<file path="src/rtl/pipe_hazard_ctrl_pkg.sv">
// Shared encodings and scoreboard types for the pipeline hazard/forwarding controller.
// Helper reg_hit() is the single definition of "slot produces register r".
package pipe_hazard_ctrl_pkg;

    localparam logic [1:0] FWD_REG   = 2'd0;
    localparam logic [1:0] FWD_EXMEM = 2'd1;
    localparam logic [1:0] FWD_MEMWB = 2'd2;

    localparam logic [4:0] REG_ZERO = 5'd0;

    typedef enum logic [1:0] {
        ST_RUN        = 2'd0,
        ST_STALL_LOAD = 2'd1,
        ST_STALL_JR   = 2'd2,
        ST_FLUSH      = 2'd3
    } hz_state_e;

    // EX slot keeps source fields for forwarding; later slots only need the producer side.
    typedef struct packed {
        logic [4:0] dest;
        logic       reg_write;
        logic       mem_read;
        logic [4:0] rs;
        logic [4:0] rt;
    } ex_slot_t;

    typedef struct packed {
        logic [4:0] dest;
        logic       reg_write;
    } ret_slot_t;

    function automatic logic reg_hit(input logic vld, input logic wr,
                                     input logic [4:0] dest, input logic [4:0] r);
        return vld && wr && (dest != REG_ZERO) && (dest == r);
    endfunction

endpackage

</file>
<file path="src/rtl/pipe_hazard_ctrl_fwd_select.sv">
// Forwarding mux select for one ALU operand; the MEM producer wins over WB
// because it carries the newer value.
module fwd_select
    import pipe_hazard_ctrl_pkg::*;
(
    input  logic [4:0] dest_mem,
    input  logic       wr_mem,
    input  logic       vld_mem,
    input  logic [4:0] dest_wb,
    input  logic       wr_wb,
    input  logic       vld_wb,
    input  logic [4:0] src,
    output logic [1:0] sel
);

    always_comb begin
        sel = FWD_REG;
        if (reg_hit(vld_mem, wr_mem, dest_mem, src)) begin
            sel = FWD_EXMEM;
        end else if (reg_hit(vld_wb, wr_wb, dest_wb, src)) begin
            sel = FWD_MEMWB;
        end
    end

endmodule

</file>
<file path="src/rtl/pipe_hazard_ctrl.sv">
// Hazard/forwarding controller for the 5-stage MIPS pipeline: EX/MEM/WB scoreboard,
// forwarding selects, stall/flush/PC-select control and saturating debug counters.
module pipe_hazard_ctrl
    import pipe_hazard_ctrl_pkg::*;
#(
    parameter int CNT_W = 16
) (
    input  logic             clk,
    input  logic             reset,
    input  logic             id_valid,
    input  logic [4:0]       id_rs,
    input  logic [4:0]       id_rt,
    input  logic             id_uses_rs,
    input  logic             id_uses_rt,
    input  logic [4:0]       id_dest,
    input  logic             id_reg_write,
    input  logic             id_mem_read,
    input  logic             id_jump,
    input  logic             id_jr,
    input  logic             ex_branch_taken,
    output logic [1:0]       fwd_a,
    output logic [1:0]       fwd_b,
    output logic             ctrl_pass,
    output logic             pc_write,
    output logic             ifid_write,
    output logic             ifid_flush,
    output logic             branch_sel,
    output logic             jump_sel,
    output logic             jr_sel,
    output logic [1:0]       state,
    output logic [CNT_W-1:0] stall_count,
    output logic [CNT_W-1:0] flush_count
);

    function automatic logic [CNT_W-1:0] sat_inc(input logic [CNT_W-1:0] v);
        return (&v) ? v : v + CNT_W'(1);
    endfunction

    // Scoreboard: _p0 = EX, _p1 = MEM, _p2 = WB
    ex_slot_t  ex_p0;
    ret_slot_t ret_p1, ret_p2;
    logic      vld_p0, vld_p1, vld_p2;

    hz_state_e state_q, state_d;
    logic      bubble;
    logic      br_take, load_use, jr_haz;
    logic [1:0] sel_a, sel_b;

    fwd_select u_fwd_a (
        .dest_mem (ret_p1.dest),
        .wr_mem   (ret_p1.reg_write),
        .vld_mem  (vld_p1),
        .dest_wb  (ret_p2.dest),
        .wr_wb    (ret_p2.reg_write),
        .vld_wb   (vld_p2),
        .src      (ex_p0.rs),
        .sel      (sel_a)
    );

    fwd_select u_fwd_b (
        .dest_mem (ret_p1.dest),
        .wr_mem   (ret_p1.reg_write),
        .vld_mem  (vld_p1),
        .dest_wb  (ret_p2.dest),
        .wr_wb    (ret_p2.reg_write),
        .vld_wb   (vld_p2),
        .src      (ex_p0.rt),
        .sel      (sel_b)
    );

    assign fwd_a = vld_p0 ? sel_a : FWD_REG;
    assign fwd_b = vld_p0 ? sel_b : FWD_REG;

    assign br_take  = vld_p0 && ex_branch_taken;
    assign load_use = id_valid && vld_p0 && ex_p0.mem_read && (ex_p0.dest != REG_ZERO) &&
                      ((id_uses_rs && (ex_p0.dest == id_rs)) ||
                       (id_uses_rt && (ex_p0.dest == id_rt)));
    // A WB producer is safe: the register file writes through to the read port.
    assign jr_haz   = id_valid && id_jr &&
                      (reg_hit(vld_p0, ex_p0.reg_write, ex_p0.dest, id_rs) ||
                       reg_hit(vld_p1, ret_p1.reg_write, ret_p1.dest, id_rs));

    always_comb begin
        pc_write   = 1'b1;
        ifid_write = 1'b1;
        ctrl_pass  = 1'b1;
        ifid_flush = 1'b0;
        branch_sel = 1'b0;
        jump_sel   = 1'b0;
        jr_sel     = 1'b0;
        bubble     = 1'b0;
        state_d    = ST_RUN;
        if (br_take) begin
            // ID holds a wrong-path instruction, so its hazards are irrelevant.
            branch_sel = 1'b1;
            ifid_flush = 1'b1;
            ctrl_pass  = 1'b0;
            bubble     = 1'b1;
            state_d    = ST_FLUSH;
        end else if (load_use || jr_haz) begin
            pc_write   = 1'b0;
            ifid_write = 1'b0;
            ctrl_pass  = 1'b0;
            bubble     = 1'b1;
            state_d    = jr_haz ? ST_STALL_JR : ST_STALL_LOAD;
        end else if (id_valid && id_jump) begin
            jump_sel   = 1'b1;
            ifid_flush = 1'b1;
            state_d    = ST_FLUSH;
        end else if (id_valid && id_jr) begin
            jr_sel     = 1'b1;
            ifid_flush = 1'b1;
            state_d    = ST_FLUSH;
        end
    end

    assign state = state_q;

    // Stage boundary ID -> EX -> MEM -> WB (data fields)
    always_ff @(posedge clk) begin
        ex_p0  <= '{dest: id_dest, reg_write: id_reg_write, mem_read: id_mem_read,
                    rs: id_rs, rt: id_rt};
        ret_p1 <= '{dest: ex_p0.dest, reg_write: ex_p0.reg_write};
        ret_p2 <= ret_p1;
    end

    always_ff @(posedge clk) begin
        if (reset) begin
            vld_p0      <= 1'b0;
            vld_p1      <= 1'b0;
            vld_p2      <= 1'b0;
            state_q     <= ST_RUN;
            stall_count <= '0;
            flush_count <= '0;
        end else begin
            vld_p0  <= id_valid && !bubble;
            vld_p1  <= vld_p0;
            vld_p2  <= vld_p1;
            state_q <= state_d;
            if (!pc_write) begin
                stall_count <= sat_inc(stall_count);
            end
            if (ifid_flush) begin
                flush_count <= sat_inc(flush_count);
            end
        end
    end

endmodule

</file>
<file path="config.mk">
export PLATFORM = sky130hd
export DESIGN_NAME = pipe_hazard_ctrl
export DESIGN_NICKNAME = d
export VERILOG_FILES = /design/src/rtl/pipe_hazard_ctrl_pkg.sv /design/src/rtl/pipe_hazard_ctrl_fwd_select.sv /design/src/rtl/pipe_hazard_ctrl.sv
export SDC_FILE = /design/constraint.sdc
export NUM_CORES = 1
export LEC_CHECK = 0
export ABC_CLOCK_PERIOD_IN_PS = 3900
export CAP_MARGIN = 20
export CORE_AREA = 5 5 84 86
export CTS_CLUSTER_SIZE = 8
export DETAILED_ROUTE_END_ITERATION = 10
export DIE_AREA = 0 0 89 91
export PLACE_DENSITY_LB_ADDON = 0.05
export SLEW_MARGIN = 30
export SYNTH_ARGS = -nofsm -noshare
export SYNTH_HDL_FRONTEND = slang
export SYNTH_HIERARCHICAL = 1
export SYNTH_SLANG_ARGS = --single-unit
export TNS_END_PERCENT = 20
</file>
<file path="constraint.sdc">
create_clock -name clk -period 3.9 [get_ports clk]
set_input_delay 0.39 -clock clk [delete_from_list [all_inputs] [get_ports clk]]
set_output_delay 0.39 -clock clk [all_outputs]
set_load 0.05 [all_outputs]
</file>
* After elaboration in Yosys (flattened, before gate mapping) *
Index checks and enable logic that the tools add are counted.

word-level totals
  register bits after elaboration = 66
  logic and storage cells = 88
  output and inout bits = 45
  bits of input ports = 25

operators by class
  reductions and logical operators = 34
  muxes and demuxes = 27
  add/sub/neg operators = 2
  bitwise operators = 3
  equality and inequality tests = 7

operators with widths
  cell                                                             count
  5-bit equality test                                              7
  16-bit by 1-bit adder with 16-bit output, second input constant  2
  16-bit AND reduction                                             2
  1-bit logical AND                                                23
  2-bit 2-to-1 mux                                                 11
  1-bit 2-to-1 mux                                                 16
  5-bit nonzero test                                               3
  2-bit AND reduction                                              2
  1-bit logical OR                                                 3
  1-bit NOT                                                        3
  1-bit zero test                                                  1

* Logic depth before layout (Yosys ltp) *
  word-level depth = 10
  depth in mapped cells = 9
  gate-level depth less buffers = 7

* Cells and area by module *
The synthesis kept the hierarchy.

modules (own cells, without submodules)
  module            seq. area each (µm²)  cells an instance  area an instance (µm²)  instances
  pipe_hazard_ctrl  1321.3                321                3000.4                  1
  fwd_select        0.0                   19                 157.7                   2

* Worst setup path before layout *
Ideal clock, no wire load.

  path kind = flip-flop to output port
  start point = reg ex_p0[13] (netlist bit)
  end point = out jr_sel
  required time = 3510 ps
  path slack = 662 ps
  cell stages (with the launch flop) = 7
  arrival = 2848 ps
  buffers on the path = 0
  cell sequence = dfxtp_1 or4_4 o21ai_4 inv_2 nand4_2 nand2_1 nor4_1

between the ends
  cells in the longest elaborated chain, start to end = 8
  elaborated cells on any way between the ends = 15
  classes of those cells = eq/ne: 2; mux: 2; reduce/logical: 11

ends and longest elaborated chain
  what                            RTL line                                            source
  start: declaration              pipe_hazard_ctrl.sv:40                              ex_slot_t ex_p0;
  start signal: assignment        pipe_hazard_ctrl.sv:121                             ex_p0 <= '{dest: id_dest, reg_write: id_reg_write, mem_read: id_mem_read,
  5-bit nonzero test              pipe_hazard_ctrl_pkg.sv:34, pipe_hazard_ctrl.sv:75
  1-bit logical AND (2 in a row)  pipe_hazard_ctrl_pkg.sv:34                          return vld && wr && (dest != REG_ZERO) && (dest == r);
  1-bit logical OR                pipe_hazard_ctrl.sv:80                              (reg_hit(vld_p0, ex_p0.reg_write, ex_p0.dest, id_rs) ||
  1-bit logical AND               pipe_hazard_ctrl.sv:79                              assign jr_haz = id_valid && id_jr &&
  1-bit logical OR *              pipe_hazard_ctrl.sv:100                             end else if (load_use || jr_haz) begin
  1-bit 2-to-1 mux *              pipe_hazard_ctrl.sv:100
  1-bit 2-to-1 mux *              pipe_hazard_ctrl.sv:93                              if (br_take) begin
  end: declaration                pipe_hazard_ctrl.sv:29                              output logic jr_sel,

Every way passes the cells marked *; elsewhere a longest branch is shown, timed or not.

* Worst setup path in the final report *
  start point = reg ex_p0[13] (netlist bit)
  end point = out jump_sel

between the ends
  cells in the longest elaborated chain, start to end = 8
  elaborated cells on any way between the ends = 15
  classes of those cells = eq/ne: 2; mux: 2; reduce/logical: 11

ends and longest elaborated chain
  what                            RTL line                                            source
  5-bit nonzero test              pipe_hazard_ctrl_pkg.sv:34, pipe_hazard_ctrl.sv:75
  1-bit logical AND (2 in a row)  pipe_hazard_ctrl_pkg.sv:34
  1-bit logical OR                pipe_hazard_ctrl.sv:80
  1-bit logical AND               pipe_hazard_ctrl.sv:79
  1-bit logical OR *              pipe_hazard_ctrl.sv:100
  1-bit 2-to-1 mux *              pipe_hazard_ctrl.sv:100
  1-bit 2-to-1 mux *              pipe_hazard_ctrl.sv:93
  end: declaration                pipe_hazard_ctrl.sv:28                              output logic jump_sel,

Marks and branches as above.

==> results.yml <==
detailed_routing:
  postRouteAntennaNets: 0
  drt_pre_antenna_iters: 4
  vias_per_cell: 5.73
  routed_wire_length_per_instance_microns: 15.8
  num_vias: 2937
  detail_route.iter0.violations: 144
  detail_route.wirelength_microns: 8130
  drcViolationCount: 0
timing:
  timing.setup.tns_ps: 0
  setup_viol_count_final: 0
  grt_setup_unrepaired: "false"
  timing.clock.skew_ps: 7.87
  achievable-frequency_mhz: 298
  post-route-period-util_pct: 86.1
  max-slew-margin-rel_pct: 45.7
  tightest_slew_ps: 815
  fin_hold_ws_ps: 377
  report.final.slew_viol_count: 0
  period_needed_ps: 3360
  finalHoldViolCount: 0
floorplan:
  area_of_the_die_sq_um: 8100
  num_io_pins: 70
  core.rowCount: 29
  die_h_microns: 91
  die-width_microns: 89
  core-area_sq_um: 6200
  initial_utilization_pct: 53.4
cells_and_area:
  final_design_area_no_fill_sq_um: 4290
  area_growth_syn_to_layout_pct: 29.4
  antenna_cells_inserted: 0
  final-seq-area_sq_um: 1320
  multi_input_gate_area_in_the_final_layout_sq_um: 1890
  n_fill_cell: 511
  layout.cells.most_common: "sky130_fd_sc_hd__clkdlybuf4s50_1"
  num-nets-final: 458
  stdcell_count: 513
  layout_common_cells: "67 x sky130_fd_sc_hd__clkdlybuf4s50_1, 66 x sky130_fd_sc_hd__dfxtp_1, 29 x sky130_fd_sc_hd__nor2_1, 29 x sky130_fd_sc_hd__nand3_1, 23 x sky130_fd_sc_hd__xnor2_1"
  layout-drive-gt1-share_pct: 11.7
power_and_ir_drop:
  ir_worst_vdd_mv: 0.213
  p_leak_nw: 1.46
  totalPowerFinal_mw: 1.53
  pwr_density_cell_nw_per_um2: 357
yosys:
  yosys_register_bits: 66
  yosys_warnings: 6
  postSynthNetCount: 386
  yosys_most_used_dff: "sky130_fd_sc_hd__dfxtp_1"
  synth_area_sq_um: 3320
  synth-edff-count: 0
  synth_async_sr_flop_share_pct: 0
  netlist_instances: 359
  ys_seq_area_share_pct: 39.8
  syn_area_per_cell_sq_um: 9.24
  yosys.cell_types.count: 66
worst_setup_path:
  timing.critical_path.fanout_max: 5
  critPathKind: "register to output pin"
  worstSetupEndpointType: "output pin"
  setup.worst_path.start_class: "register"
  critical_path_arrival_ps: 2970
  r2r_slack_ps: 1310
  critical_path_required_ps: 3510
grt:
  use_met3_pct: 3.98
  first_global_vias: 2818
  grtUsageTotal_pct: 21.2
  global_route_wire_length_before_repair_microns: 13700
  globalRoute.busiestLayer: "met2"
  grt_start_max_net_pins: 56
  antenna_found_initial: 0
  use_met1_pct: 28.9
  grt_util_met2_pct: 33.4
  grt_remaining_overflow: 0
run:
  max_cap_viol_count: 0
clock_network:
  cts_root_buf: "sky130_fd_sc_hd__clkbuf_8"
  cts_tree: "yes"
  cts_hold_buf: 0
  post-cts-setup-buffer-count: 0
  clock_latency_ps: 340
  cts_resized: 0
  clkTransAtPathRegs_ps: 80
  clock_sinks: 66
  cts_htree_levels: 3
  cts-buffers-inserted: 9
  clock_tree.buffer_depth: 2
status:
  run_status: "finished, final reports clean"
place:
  place_inst: 497
  portBuffers: 69
  globalplace.congestion: 0.755
  post_dp_cell_area_sq_um: 4070
  dp_hpwl_microns: 5970
min_path:
  min-delay-path-class: "register to register"
==> through the flow <==
stage / util, % / setup slack (ps)
final: 69.2 / 543
after CTS: 69.2 / 518
after detailed placement: 65.5 / 583
after floorplan: - / 662
after global routing: 69.2 / 384
after global placement: 65.5 / 644
==> critical path: stages (launching register included) <==
cell                              delay, ps
sky130_fd_sc_hd__dfxtp_1                360
sky130_fd_sc_hd__or4_4                  560
sky130_fd_sc_hd__o21ai_4                190
sky130_fd_sc_hd__inv_2                   60
sky130_fd_sc_hd__nand4_2                180
sky130_fd_sc_hd__nand2_1                160
sky130_fd_sc_hd__nor2_1                 150
sky130_fd_sc_hd__and3_1                 170
sky130_fd_sc_hd__clkdlybuf4s50_1        790
==> final cells by class <==
| class | count | area share [%] |
|---|---|---|
| timing repair buffer | 73 | 16.7 |
| multi-input combinational | 269 | 44.0 |
| inverter | 12 | 1.05 |
| sequential | 66 | 30.8 |
| clock inverter | 6 | 2.07 |
| clock buffer | 10 | 3.21 |
| tap | 77 | 2.24 |
==> cells in the mapped netlist (3+ instances only) <==
| cell | instances | area (sq um) |
|---|---|---|
| sky130_fd_sc_hd__a2111oi_2 | 4 | 60.1 |
| sky130_fd_sc_hd__a21oi_1 | 17 | 85.1 |
| sky130_fd_sc_hd__a22oi_1 | 3 | 22.5 |
| sky130_fd_sc_hd__and2_1 | 4 | 25.0 |
| sky130_fd_sc_hd__and3_1 | 4 | 25.0 |
| sky130_fd_sc_hd__clkbuf_1 | 7 | 26.3 |
| sky130_fd_sc_hd__clkinv_1 | 5 | 18.8 |
| sky130_fd_sc_hd__dfxtp_1 | 66 | 1320 |
| sky130_fd_sc_hd__inv_1 | 6 | 22.5 |
| sky130_fd_sc_hd__mux2_1 | 7 | 78.8 |
| sky130_fd_sc_hd__nand2_1 | 15 | 56.3 |
| sky130_fd_sc_hd__nand2b_1 | 6 | 37.5 |
| sky130_fd_sc_hd__nand3_1 | 29 | 145 |
| sky130_fd_sc_hd__nand4_1 | 8 | 50.1 |
| sky130_fd_sc_hd__nor2_1 | 29 | 109 |
| sky130_fd_sc_hd__nor2b_1 | 13 | 81.3 |
| sky130_fd_sc_hd__nor3_1 | 10 | 50.1 |
| sky130_fd_sc_hd__nor3b_1 | 3 | 22.5 |
| sky130_fd_sc_hd__nor4_1 | 6 | 37.5 |
| sky130_fd_sc_hd__o211ai_1 | 7 | 52.6 |
| sky130_fd_sc_hd__o21ai_0 | 13 | 65.1 |
| sky130_fd_sc_hd__o31ai_1 | 4 | 30.0 |
| sky130_fd_sc_hd__o41ai_1 | 3 | 26.3 |
| sky130_fd_sc_hd__or3_1 | 6 | 37.5 |
| sky130_fd_sc_hd__or4_1 | 5 | 37.5 |
| sky130_fd_sc_hd__xnor2_1 | 23 | 201 |
| sky130_fd_sc_hd__xor2_1 | 8 | 70.1 |
==> worst paths after layout <==
path,startpoint,endpoint,cells after the start
worst min-delay path,ex_p0[11]$_DFF_P_,ret_p1[0]$_DFF_P_,0
worst min register to register,ex_p0[11]$_DFF_P_,ret_p1[0]$_DFF_P_,0
worst max-delay path,ex_p0[13]$_DFF_P_,jump_sel,8
worst max register to register,ex_p0[13]$_DFF_P_,stall_count[2]$_SDFFE_PP0P_,7
==> kinds of logic after synthesis <==
group	share of synthesized area [%]
buffers and inverters	3.24
adder cells (fa/ha/maj)	0.755
AO/OA/AOI/OAI	18.5
AND/OR/NAND/NOR	26.0
XOR/XNOR	8.19
flip-flops	39.8
multiplexers	3.47
==> state kept, by name (all words and copies together) (netlist names) <==
name and count:
ex_p0 17, flush_count 16, stall_count 16, ret_p1 6
ret_p2 6, state 2, vld_p0 1, vld_p1 1
vld_p2 1
==> layer usage <==
metal  wire [microns]  part of all wire, %
met2             3840                   47
met4              104                  1.3
met1             3780                   46
met3              411                  5.1
met5                0                    0
==> report_power, final <==
part | switching (mW) | internal, mW
sequential | 0.0290 | 0.695
combinational | 0.0844 | 0.0714
clock | 0.274 | 0.378
total | 0.387 | 1.14
No activity file was read; power rests on OpenSTA's default activity.
